===== config.mk =====
export PLATFORM = sky130hd
export DESIGN_NAME = modn_updown_counter
export DESIGN_NICKNAME = d
export VERILOG_FILES = /design/src/rtl/modn_updown_counter.sv
export SDC_FILE = /design/constraint.sdc
export NUM_CORES = 1
export LEC_CHECK = 0
export ABC_AREA = 1
export CAP_MARGIN = 20
export CORE_MARGIN = 3
export CORE_UTILIZATION = 41
export DETAILED_ROUTE_END_ITERATION = 10
export PLACE_DENSITY = 0.77
export SLEW_MARGIN = 5
export SYNTH_ARGS = -nofsm -noshare
export SYNTH_HDL_FRONTEND = slang
export SYNTH_SLANG_ARGS = --single-unit

===== constraint.sdc =====
create_clock -name clk -period 1.5 [get_ports clk]
set_clock_uncertainty 0.15 [all_clocks]
set_input_delay 0.3 -clock clk [delete_from_list [all_inputs] [get_ports clk]]
set_output_delay 0.3 -clock clk [all_outputs]
set_load 0.03 [all_outputs]

===== src/rtl/modn_updown_counter.sv =====
// Modulo-MODULUS up/down counter with clear, parallel load and a combinational cascade pulse.
// Latency: count, wrap_q and load_err update 1 cycle after the edge; next is combinational.
// Backpressure: none; en is the only advance qualifier and next feeds the following stage's en.
module modn_updown_counter #(
    parameter int WIDTH   = 6,
    parameter int MODULUS = 60
) (
    input  logic             clk,
    input  logic             rst,
    input  logic             en,
    input  logic             clr,
    input  logic             up_dn,
    input  logic             load,
    input  logic [WIDTH-1:0] load_val,
    output logic [WIDTH-1:0] count,
    output logic             next,
    output logic             wrap_q,
    output logic             load_err
);

    localparam logic [WIDTH-1:0] CNT_MAX = WIDTH'(MODULUS - 1);
    // One extra bit so MODULUS == 2**WIDTH still compares correctly.
    localparam logic [WIDTH:0]   MOD_W   = (WIDTH + 1)'(MODULUS);

    logic             at_top;
    logic             at_zero;
    logic             load_ok;
    logic [WIDTH-1:0] step;

    always_comb begin
        at_top  = (count == CNT_MAX);
        at_zero = (count == '0);
        load_ok = ({1'b0, load_val} < MOD_W);
        next    = !rst && en && !clr && !load && (up_dn ? at_top : at_zero);
        step    = count;
        if (up_dn) begin
            step = at_top ? '0 : count + WIDTH'(1);
        end else begin
            step = at_zero ? CNT_MAX : count - WIDTH'(1);
        end
    end

    always_ff @(posedge clk) begin
        if (rst) begin
            count    <= '0;
            wrap_q   <= 1'b0;
            load_err <= 1'b0;
        end else begin
            wrap_q   <= next;
            load_err <= 1'b0;
            if (clr) begin
                count <= '0;
            end else if (load) begin
                // Out-of-range loads leave count untouched and flag for one cycle.
                if (load_ok) begin
                    count <= load_val;
                end else begin
                    load_err <= 1'b1;
                end
            end else if (en) begin
                count <= step;
            end
        end
    end

endmodule


==> results.cfg, run 1 <==
[status]
status = complete, but fails checks
violations = negative setup slack

[grt]
grt_pass1_vias = 793
grt_overflow = 0
grt_pass1_wl_um = 3360
grtUsageTotal_pct = 21.53
grt_max_degree = 13
grt_antenna_before_repair = 0

[timing]
finalMaxSlewViolations = 0
worst_pin_slew_ns = 0.3145
setup_ws_ns = -0.3601
hold_violations = 0
finalCritPeriodShare_pct = 124.0
fin_crit_ns = 1.860
rsz0062_at_grt = true
setup_viol = 1
max_slew_margin_pct = 78.95
holdWs_ns = 0.3706
clock.fmax_ghz = 0.5376

[route]
drtIter0Drc = 23
post_drt_via_cell_ratio = 5.126
postRouteAntennaNets = 0
vias = 856
first_pass_iters = 4
wl_um = 2137
routedWlPerCell_um = 12.80
drc = 0

[final_layout]
antennaDiodeCount = 0
seq_area_um2 = 175.2
fin_cells = 167
fillers = 118
drive_above_1_share_pct = 43.71
final_area_um2 = 1219
multiInputGateArea_um2 = 580.6
nets = 167
areaGrowthSynthToFinish_pct = 72.70

[placed_design]
hpwl_um = 1606
placed_cells = 162
placed_cell_area_um2 = 1096
io_buffers = 20
place.gp.congestion = 0.8617
post-place-ws_ns = -0.4537

[yosys]
synth.avg_cell_area_um2 = 6.534
yosysSeqAreaShare_pct = 22.70
synth-async-reset-ratio_pct = 0
yosys_warnings = 0
yosysMostFrequentCell = nand2_1
synth_largest_area_cell = dfxtp_1
syn_area_um2 = 705.7
syn_inst = 108
synth_edf_count = 0
yosys-top-cells-area = dfxtp_1 (23%), nand2_1 (15%), nand3_1 (7.8%)
yosys.area.top_type_share_pct = 22.70
synth_seq_cells = 8
synthesis.nets = 123
ys_top_cells_by_count = nand2_1 (28), nand3_1 (11), dfxtp_1 (8), inv_1 (8)
synth_flop_cell = dfxtp_1
yosysUniqueCellTypes = 29

[clock_tree]
cts_tree = done
clock_path_buffers = 2
cts_sinks = 8
root_buffer = clkbuf_4
holdBufCountCts = 0
cts_made_buffers = 3
path_clk_slew_ns = 0.06
h-tree-depth = 1
clk_latency_ns = 0.27

[die]
start_util_pct = 45.26
rows = 14
ios = 21
fp.dieH_um = 47.49
die_area_um2 = 2255
dieWidth_um = 47.49
core_um2 = 1559

[pwr]
p_total_w = 0.0007405
p_per_area_nw_per_um2 = 607.6
p_leak_nw = 0.5622
ir_worst_vdd_uv = 485.5

[critical_path]
crit_type = flop to output port
worstPathMaxFanout = 4
endpoint_kind = output port
arrival_ns = 1.41
start_kind = flop
cp.required_ns = 1.05

[worst_hold_path]
hold_class = input port to flop

[flow_run]
maxCapViolCount = 0
-- cell usage in the layout, fill, tap and decap left out, drive strengths merged, types with 2 or more instances in the layout --
master,instances
xor2,4
nor2,10
a21oi,5
nor3,5
or2,4
inv,10
nand4,2
clkdlybuf4s50,10
nand3,12
nand2,30
ha,3
o21ai,8
clkbuf,4
buf,29
dfxtp,8
dlygate4sd2,2
-- cells by family (layout without fill, tap and decap cells) --
group | after synthesis | in the layout | synth area share [%]
adders and majority gates | 3 | 3 | 5.320
and+or+nand+nor | 63 | 63 | 43.79
xor gates and xnor gates | 5 | 5 | 6.205
DFF | 8 | 8 | 22.69
AOI/OAI and AO/OA | 15 | 15 | 12.24
buffers and inverters | 14 | 57 | 9.751
-- layout make-up --
| class | instances | share of cell area (%) |
|---|---|---|
| multi-input cells | 86 | 47.64 |
| well taps | 16 | 1.643 |
| repair buffers | 42 | 30.39 |
| clock buffers | 4 | 2.156 |
| inverters | 11 | 3.799 |
| flip-flops and latches | 8 | 14.37 |
-- routing by layer --
| layer | wire [µm] | up-vias | share of wire [%] | GRT usage [%] |
|---|---|---|---|---|
| met1 | 921 | 391 | 43 | 26.80 |
| met3 | 80 | 8 | 3.7 | 7.895 |
| met4 | 41 | 0 | 1.9 | 7.735 |
| li1 | - | 438 | - | - |
| met5 | 0 | - | 0 | 0 |
| met2 | 1093 | 19 | 51 | 33.96 |
-- registers in the layout (all words and copies together) (netlist names) --
signal / cells
count: 6
wrap_q: 1
load_err: 1
-- critical path, stage by stage, from the launching register on --
cell	delay (ns)
dfxtp_4	0.37
inv_4	0.06
ha_4	0.14
nand4_4	0.10
nor2_4	0.12
nor2_2	0.07
nor3_4	0.12
buf_6	0.15
-- where the power goes --
part | internal, W | total [W] | switching, W
registers | 0.000222 | 0.000238 | 0.0000162
logic | 0.000152 | 0.000314 | 0.000162
clock network | 0.000103 | 0.000188 | 0.0000855
-- worst paths after layout --
| path | cells after the start | start | endpoint | slack [ns] |
|---|---|---|---|---|
| setup / recovery | 7 | count[1] | next | -0.36 |
| hold / removal | 5 | up_dn | count[1] | 0.37 |
| setup reg to reg | 8 | count[0] | count[3] | 0 |
| hold reg to reg | 2 | count[1] | count[1] | 0.43 |
-- metrics by stage --
stage	util (%)	TNS, ns
after CTS	75.60	-0.3769
after global placement	70.30	-1.964
after global routing	78.17	-0.6932
after detailed placement	70.30	-2.243
after floorplan	-	-0.2362
final	78.17	-0.3601
-- timing repair --
item | in CTS | in global routing
pin swaps | 4 | 4
setup endpoints to repair | 9 | 7
gates resized for setup | 14 | 13
buffers inserted | 1 | 0
(Power assumes the default switching activity.)
==> run 2, diff against run 1 <==
Settings changed: CAP_MARGIN 20 to not set.
==> results of run 2 <==
Final layout, timing and power as in run 1 (identical DEF).
